--- config.mk ---
export PLATFORM = sky130hd
export DESIGN_NAME = led_pattern_ctrl_flat
export DESIGN_NICKNAME = d
export VERILOG_FILES = /design/src/rtl/led_pattern_ctrl_pkg.sv /design/src/rtl/led_pattern_ctrl_if.sv /design/src/rtl/led_pattern_ctrl_prescaler.sv /design/src/rtl/led_pattern_ctrl.sv /design/src/flat_wrapper.sv
export SDC_FILE = /design/constraint.sdc
export NUM_CORES = 1
export LEC_CHECK = 0
export CAP_MARGIN = 25
export CORE_MARGIN = 8
export CORE_UTILIZATION = 50
export DETAILED_ROUTE_END_ITERATION = 10
export PLACE_DENSITY = 0.77
export SYNTH_ARGS = -nofsm -noshare
export SYNTH_HDL_FRONTEND = slang
export SYNTH_SLANG_ARGS = --single-unit
--- constraint.sdc ---
create_clock -name clk -period 2.5 [get_ports clk]
set_clock_uncertainty 0.2 [all_clocks]
set_input_delay 0.5 -clock clk [delete_from_list [all_inputs] [get_ports clk]]
set_output_delay 0.5 -clock clk [all_outputs]
set_load 0.03 [all_outputs]
--- src/rtl/led_pattern_ctrl_pkg.sv ---
// Shared encodings for the 5-LED pattern sequencer: modes, FSM states, helpers.
package led_pattern_ctrl_pkg;

  localparam int NUM_LEDS = 5;

  // Host-visible mode encodings.
  localparam logic [1:0] MODE_OFF    = 2'd0;
  localparam logic [1:0] MODE_STATIC = 2'd1;
  localparam logic [1:0] MODE_BLINK  = 2'd2;
  localparam logic [1:0] MODE_CHASE  = 2'd3;

  // FSM state encodings (chase is split into its two sweep directions).
  localparam logic [2:0] S_OFF    = 3'd0;
  localparam logic [2:0] S_STATIC = 3'd1;
  localparam logic [2:0] S_BLINK  = 3'd2;
  localparam logic [2:0] S_UP     = 3'd3;
  localparam logic [2:0] S_DOWN   = 3'd4;

  // Every mode enters its sequence at a fixed state; chase always starts sweeping up.
  function automatic logic [2:0] mode_entry_state(input logic [1:0] m);
    case (m)
      MODE_STATIC: return S_STATIC;
      MODE_BLINK:  return S_BLINK;
      MODE_CHASE:  return S_UP;
      default:     return S_OFF;
    endcase
  endfunction

  // One-hot LED vector for a chase position (0..4).
  function automatic logic [NUM_LEDS-1:0] pos_onehot(input logic [2:0] p);
    return 5'b00001 << p;
  endfunction

endpackage

--- src/rtl/led_pattern_ctrl_if.sv ---
// Host-side bundle of the LED sequencer: config write, step tick, LED drives, debug view.
// Handshake: mode_we is a single-cycle valid with an implicit ready that is always 1;
// every strobed cycle is a committed write, there is no back-pressure and no hold.
interface led_pattern_ctrl_if;
  import led_pattern_ctrl_pkg::*;

  logic [1:0]          mode;
  logic [NUM_LEDS-1:0] pattern;
  logic                mode_we;
  logic                tick;
  logic                LED0;
  logic                LED1;
  logic                LED2;
  logic                LED3;
  logic                LED4;
  logic [2:0]          dbg_state;
  logic [1:0]          dbg_mode;

  modport master (
    output mode, pattern, mode_we,
    input  tick, LED0, LED1, LED2, LED3, LED4, dbg_state, dbg_mode
  );

  modport slave (
    input  mode, pattern, mode_we,
    output tick, LED0, LED1, LED2, LED3, LED4, dbg_state, dbg_mode
  );
endinterface

--- src/rtl/led_pattern_ctrl_prescaler.sv ---
// Step-tick prescaler: free-running 0..DIV-1 counter, tick on the terminal count,
// restartable from 0 (restart also masks the tick of that same cycle).
module led_prescaler #(
  parameter int DIV   = 4,
  parameter int DIV_W = $clog2(DIV) + 1
) (
  input  logic clk,
  input  logic rstn,
  input  logic restart,
  output logic tick
);

  generate
    if (DIV < 2) begin : g_bad_div
      $error("led_prescaler: DIV must be >= 2");
    end
  endgenerate

  localparam logic [DIV_W-1:0] LAST = DIV_W'(DIV - 1);

  logic [DIV_W-1:0] cnt;

  assign tick = (cnt == LAST) && !restart;

  // Count and wrap; a restart pulls the count back to 0.
  always_ff @(posedge clk or negedge rstn) begin
    if (!rstn) begin
      cnt <= '0;
    end else if (restart || (cnt == LAST)) begin
      cnt <= '0;
    end else begin
      cnt <= cnt + DIV_W'(1);
    end
  end

endmodule

--- src/rtl/led_pattern_ctrl.sv ---
// 5-LED sequencer: latches mode/pattern on a write strobe and steps OFF, STATIC,
// BLINK or a bouncing chase off the prescaled tick. LED outputs are registered.
module led_pattern_ctrl
  import led_pattern_ctrl_pkg::*;
#(
  parameter int DIV   = 4,
  parameter int DIV_W = $clog2(DIV) + 1
) (
  input  logic               clk,
  input  logic               rstn,
  led_pattern_ctrl_if.slave  bus
);

  logic                tick;
  logic [1:0]          mode_r;
  logic [NUM_LEDS-1:0] pattern_r;
  logic [2:0]          state;
  logic [2:0]          pos;
  logic                phase;
  logic [NUM_LEDS-1:0] leds;

  logic [2:0]          state_n;
  logic [2:0]          pos_n;
  logic                phase_n;
  logic [NUM_LEDS-1:0] pattern_n;
  logic [NUM_LEDS-1:0] leds_n;

  // A write restarts the prescaler so the new mode gets a full step period.
  led_prescaler #(.DIV(DIV), .DIV_W(DIV_W)) u_prescaler (
    .clk     (clk),
    .rstn    (rstn),
    .restart (bus.mode_we),
    .tick    (tick)
  );

  // Next state: a write always wins over a tick; LEDs are derived from the next state
  // so the register holding them updates on the same edge as the FSM.
  always_comb begin
    state_n   = state;
    pos_n     = pos;
    phase_n   = phase;
    pattern_n = pattern_r;
    if (bus.mode_we) begin
      state_n   = mode_entry_state(bus.mode);
      pos_n     = 3'd0;
      phase_n   = 1'b1;
      pattern_n = bus.pattern;
    end else if (tick) begin
      case (state)
        S_BLINK: phase_n = ~phase;
        S_UP: begin
          if (pos == 3'd4) begin
            state_n = S_DOWN;
            pos_n   = 3'd3;
          end else begin
            pos_n   = pos + 3'd1;
          end
        end
        S_DOWN: begin
          if (pos == 3'd0) begin
            state_n = S_UP;
            pos_n   = 3'd1;
          end else begin
            pos_n   = pos - 3'd1;
          end
        end
        default: ;
      endcase
    end

    case (state_n)
      S_STATIC:     leds_n = pattern_n;
      S_BLINK:      leds_n = phase_n ? pattern_n : '0;
      S_UP, S_DOWN: leds_n = pos_onehot(pos_n);
      default:      leds_n = '0;
    endcase
  end

  // Config, FSM and LED registers.
  always_ff @(posedge clk or negedge rstn) begin
    if (!rstn) begin
      mode_r    <= MODE_OFF;
      pattern_r <= '0;
      state     <= S_OFF;
      pos       <= 3'd0;
      phase     <= 1'b1;
      leds      <= '0;
    end else begin
      if (bus.mode_we) begin
        mode_r <= bus.mode;
      end
      pattern_r <= pattern_n;
      state     <= state_n;
      pos       <= pos_n;
      phase     <= phase_n;
      leds      <= leds_n;
    end
  end

  assign bus.tick      = tick;
  assign bus.LED0      = leds[0];
  assign bus.LED1      = leds[1];
  assign bus.LED2      = leds[2];
  assign bus.LED3      = leds[3];
  assign bus.LED4      = leds[4];
  assign bus.dbg_state = state;
  assign bus.dbg_mode  = mode_r;

endmodule
--- src/flat_wrapper.sv ---
// flat-port wrapper written by rule: the top's interface ports become plain ports
module led_pattern_ctrl_flat import led_pattern_ctrl_pkg::*;
#(
  parameter int DIV   = 4,
  parameter int DIV_W = $clog2(DIV) + 1
)
  (clk, rstn, bus_mode, bus_pattern, bus_mode_we, bus_tick, bus_LED0, bus_LED1, bus_LED2, bus_LED3, bus_LED4, bus_dbg_state, bus_dbg_mode);
  led_pattern_ctrl_if bus_i ();
  input  logic clk;
  input  logic rstn;
  input wire logic [$bits(bus_i.mode)-1:0] bus_mode;
  input wire logic [$bits(bus_i.pattern)-1:0] bus_pattern;
  input wire logic [$bits(bus_i.mode_we)-1:0] bus_mode_we;
  output wire logic [$bits(bus_i.tick)-1:0] bus_tick;
  output wire logic [$bits(bus_i.LED0)-1:0] bus_LED0;
  output wire logic [$bits(bus_i.LED1)-1:0] bus_LED1;
  output wire logic [$bits(bus_i.LED2)-1:0] bus_LED2;
  output wire logic [$bits(bus_i.LED3)-1:0] bus_LED3;
  output wire logic [$bits(bus_i.LED4)-1:0] bus_LED4;
  output wire logic [$bits(bus_i.dbg_state)-1:0] bus_dbg_state;
  output wire logic [$bits(bus_i.dbg_mode)-1:0] bus_dbg_mode;
  assign bus_i.mode = bus_mode;
  assign bus_i.pattern = bus_pattern;
  assign bus_i.mode_we = bus_mode_we;
  assign bus_tick = bus_i.tick;
  assign bus_LED0 = bus_i.LED0;
  assign bus_LED1 = bus_i.LED1;
  assign bus_LED2 = bus_i.LED2;
  assign bus_LED3 = bus_i.LED3;
  assign bus_LED4 = bus_i.LED4;
  assign bus_dbg_state = bus_i.dbg_state;
  assign bus_dbg_mode = bus_i.dbg_mode;
  led_pattern_ctrl #(.DIV(DIV), .DIV_W(DIV_W)) u_core (.clk(clk), .rstn(rstn), .bus(bus_i));
endmodule
After elaboration in Yosys (flattened, before gate mapping)
Cells that the tools add are included.
- add/subtract/negate cells: 3
- equality and inequality tests: 12
- shifts and indexed selects: 1
- mux-type cells: 18
- bitwise gates (word level): 1
- reductions and logical operators: 5
- operators by type and width (operator ; count):
    2-to-1 mux 3 bit ; 9
    == test 3 x 2 -> 1 bit, second input constant ; 5
    one-hot mux 5 bit (3 select lines) ; 1
    one-hot mux 3 bit (2 select lines) ; 2
    2-to-1 mux 5 bit ; 2
    == test 3 bit, second input constant ; 3
    adder 3 x 1 -> 3 bit, second input constant ; 2
    one-hot mux 2 bit (3 select lines) ; 1
    << shifter 1 x 3 -> 5 bit, first input constant ; 1
    == test 2 bit, second input constant ; 2
    == test 3 x 1 -> 1 bit, second input constant ; 1
    logical NOT 3 bit ; 1
    2-to-1 mux 1 bit ; 3
    subtractor 3 x 1 -> 3 bit, second input constant ; 1
    == test 2 x 1 -> 1 bit, second input constant ; 1
    OR reduction 2 bit ; 1
    logical AND 1 bit ; 1
    logical NOT 1 bit ; 1
    logical OR 1 bit ; 1
    NOT 1 bit ; 1
- register bits after elaboration: 22
- output and inout port bits: 11
- logic and storage cells: 47

Logic depth before layout (Yosys ltp)
- word-level depth: 8
- gate-level depth with buffers: 9

Modules after synthesis
Synthesis repeated with hierarchy kept, for this count alone.
- cells, all modules: 108
- area, all modules: 1227.4 µm²
- modules (own cells, without submodules) (module ; instances ; cells an instance ; area an instance (µm²)):
    led_pattern_ctrl ; 1 ; 98 ; 1094.8
    led_prescaler ; 1 ; 10 ; 132.6

Worst setup path before layout
Ideal clock, no wire load.
- kind: reg-to-reg
- start point: register u_core.state[1], in the netlist u_core.bus.dbg_state[1]
- end point: register u_core.leds[2]
- arrival time: 1974 ps
- required time: 2218 ps
- slack: 244 ps
- stages on the path, launching flop included: 9
- path buffers: 1
- period minus slack after synthesis: 2256 ps
- path through: dfrtp_1 -> and3b_1 -> buf_6 -> a221oi_2 -> a21oi_1 -> o21ai_1 -> inv_2 -> or4b_4 -> o22ai_1
- elaborated cells between the ends (all ways): 22
- those cells by class: eq/ne (7); shift (1); mux (13); reduce/logical (1)
- RTL lines (what ; line ; source):
    start: declaration ; led_pattern_ctrl.sv:17 ; logic [2:0] state;
    start signal: assignment ; led_pattern_ctrl.sv:93 ; state <= state_n;
    == test 3 bit or == test 3 x 2 -> 1 bit (tied branches) ; led_pattern_ctrl.sv:49 ; case (state)
    one-hot mux 3 bit (2 select lines) * ; led_pattern_ctrl.sv:49 ;
    2-to-1 mux 3 bit * ; led_pattern_ctrl.sv:48 ; end else if (tick) begin
    2-to-1 mux 3 bit * ; led_pattern_ctrl.sv:43 ; if (bus.mode_we) begin
    named net u_core.pos_n[2] ; led_pattern_ctrl.sv:23 ; logic [2:0] pos_n;
    << shifter 1 x 3 -> 5 bit * ; led_pattern_ctrl_pkg.sv:31 ; return 5'b00001 << p;
    one-hot mux 5 bit (3 select lines) * ; led_pattern_ctrl.sv:71 ; case (state_n)
    named net u_core.leds_n[2] ; led_pattern_ctrl.sv:26 ; logic [NUM_LEDS-1:0] leds_n;
    end signal: assignment ; led_pattern_ctrl.sv:96 ; leds <= leds_n;
    end: declaration ; led_pattern_ctrl.sv:20 ; logic [NUM_LEDS-1:0] leds;
Mark *: on every way through the listed nets, which the timed path passes. The rest lies on a longest branch.
A chain may end at the register's enable or synchronous reset.

Final worst setup path
- start point: register u_core.state[0], in the netlist u_core.bus.dbg_state[0]
- end point: register u_core.leds[3]
Same word-level chain as after synthesis.

==> metrics.cfg <==
[outcome]
status = finished, final reports clean

[timing]
hold_slack_ns = 0.246
rsz0062_at_grt = false
maxSlewViolCount = 0
finalCriticalPeriod_ns = 2.35
fin_crit_sh_pct = 94.1
setup_ws_ns = 0.149
setup_viol = 0
worst_pin_slew_ns = 0.464
hold_viol = 0
setup_tns_ns = 0
fmax_ghz = 0.425
slew_headroom_pct = 68.9

[routing]
drc = 0
drt-initial-drc-count = 21
drt-wirelength-per-cell_um = 15.1
vias = 869
ant_nets = 0
viasPerCell = 5.54
drtPass1Iterations = 4
drt-total-wl_um = 2380

[synthesis]
seq_area_frac_synth_pct = 48.6
yosysUniqueCellTypes = 35
netlist_area_mm2 = 0.00113
synth_cells = 107
synth_nets = 122
synth-seq-cells = 22
synth_warnings = 0
postSynthAreaPerCell_um2 = 10.6

[worst_setup_path]
crit_arrival_ns = 2.39
worstPathMaxFanout = 7
crit_chain = nor3b_2, a211o_2, a21oi_1, o21ai_1, inv_2, or4b_4, o22ai_1
critPathRequiredTime_ns = 2.54
cpMaxStageDelayCell = or4b_4
crit_buf_inv = 1
worstSetupStartpointType = flop
end_kind = flop
critPathMaxStageDelay_ns = 0.49
path_class = flop to flop
reg2reg_slack_ns = 0.15
cp_top_family = simple AND/OR/NAND/NOR gates

[cts]
cts.sinks = 22
clkLatencyLatePin_ns = 0.31
post_cts_buffers = 0
clkTransAtPathRegs_ns = 0.13
cts_hold_buf = 0
htreeDepth = 1
cts_buffers = 3
cts.path.max_buffers = 2
cts_tree = built
root_buffer = clkbuf_4

[layout]
final_area_mm2 = 0.00142
diodes = 0
fin_nets = 145
area_growth_pct = 25.0
layout-drive-gt1-share_pct = 19.4

[place]
port_buffers = 20
post-place-ws_ns = -0.00221
gp_congestion = 0.792
place_hpwl_um = 1830
dpl-instance-area_mm2 = 0.00136

[global_route]
grt_pass1_wl_um = 4100
grt_pass1_vias = 930
track_usage_pct = 12.1
antenna_found_initial = 0
overflow = 0
grt_max_degree = 23

[floorplanning]
io_pins = 21
fp.coreArea_mm2 = 0.00217
dieArea_mm2 = 0.00405
die_h_um = 63.6
initial_core_util_pct = 52.3
rows = 17
die-width_um = 63.6

[power]
leakagePower_nw = 0.618
ir_drop_v = 0.000546
powerDensity_mw_per_mm2 = 605

[min_path]
hold_class = flop to flop

[flow_run]
drv_cap = 0

==> final cells by class <==
type,instances,area (um^2)
fillers,189,751
clock inverters,1,30.0
multi-input cells,74,537
clock buffers,3,22.5
inverters,6,22.5
repair buffers,23,220
flip-flops and latches,22,552
well taps,28,35.0
==> sequential cells by signal, summed over array words and instances (netlist names) <==
register	flops
u_core.phase	1
u_core.bus.dbg_state	3
u_core.leds	5
u_core.pattern_r	5
u_core.bus.dbg_mode	2
u_core.pos	3
u_core.u_prescaler.cnt	3
==> per-stage QoR <==
| step | util, % | power [mW] | std cells |
|---|---|---|---|
| floorplan | - | 0.515 | 107 |
| global placement | 62.9 | 0.587 | 153 |
| detailed placement | 62.9 | 0.593 | 153 |
| CTS | 65.3 | 0.866 | 157 |
| global route | 65.4 | 0.891 | 157 |
| finish | 65.4 | 0.858 | 157 |
==> cell usage in the layout, fill, tap and decap left out, types with 2 or more instances in the layout <==
cell,netlist,final
a21oi_1,7,7
a22oi_1,2,2
buf_4,0,4
clkbuf_4,0,3
clkdlybuf4s50_1,0,19
dfrtp_1,21,21
ha_1,5,4
inv_1,5,5
mux2_2,7,7
nand2_1,12,12
nand2b_1,2,2
nand3b_1,2,2
nor2_1,4,4
nor2b_1,6,6
nor3_1,4,4
o22ai_1,2,2
o32ai_1,4,4
==> kinds of logic after synthesis <==
group           count (synthesis)  synth area share (%)
mux                             7                  6.95
fa+ha+maj                       5                  5.51
xor+xnor                        1                 0.772
compound gates                 21                  13.2
buf+inv                        11                  4.30
flops                          22                  48.6
simple gates                   40                  20.6
==> power breakdown <==
part / internal [mW] / leakage, nW / switching [mW]
sequential: 0.387 / 0.277 / 0.0160
clock: 0.162 / 0.0279 / 0.112
combinational: 0.0825 / 0.313 / 0.0987
total: 0.631 / 0.618 / 0.227
==> what timing repair did <==
item / CTS / global route
resized for setup: 0 / 1
hold endpoints to repair: 0 / 0
endpoints found under the setup margin: 0 / 2
==> layer usage <==
layer	vias up	wire length [um]	part of all wire (%)	GRT usage (%)
met3	2	63	2.7	2.30
met4	0	14	0.59	3.34
met2	9	1220	51	22.4
li1	422	-	-	-
met1	436	1070	45	13.6
met5	-	0	0	0
==> cells in the mapped netlist <==
cell type  instances  area, um^2
dfrtp_1           21         526
nand2_1           12        45.0
a21oi_1            7        35.0
mux2_2             7        78.8
nor2b_1            6        37.5
ha_1               5        62.6
inv_1              5        18.8
clkbuf_1           4        15.0
nor2_1             4        15.0
nor3_1             4        20.0
o32ai_1            4        35.0
a22oi_1            2        15.0
nand2b_1           2        12.5
nand3b_1           2        15.0
o22ai_1            2        12.5
a211o_2            1        10.0
a211oi_1           1        7.51
a221oi_2           1        15.0
a31oi_1            1        6.26
and3_1             1        6.26
and3b_1            1        8.76
and4b_1            1        10.0
and4bb_2           1        12.5
buf_6              1        11.3
dfstp_2            1        26.3
inv_2              1        3.75
nand3_1            1        5.00
nor3b_1            1        7.51
nor3b_2            1        12.5
o21a_2             1        8.76
o21ai_1            1        5.00
or2_2              1        6.26
or3_1              1        6.26
or4b_4             1        13.8
xnor2_1            1        8.76
==> path summary, 6_finish.rpt <==
kind,depth (start not counted),from,end
max,7,u_core.bus.dbg_state[0],u_core.leds[3]
min,1,u_core.u_prescaler.cnt[0],u_core.u_prescaler.cnt[0]
max reg2reg,7,u_core.bus.dbg_state[0],u_core.leds[3]
min reg2reg,1,u_core.u_prescaler.cnt[0],u_core.u_prescaler.cnt[0]
max in group asynchronous,2,rstn,u_core.phase
min in group asynchronous,2,rstn,u_core.leds[2]
(Power assumes the default switching activity.)
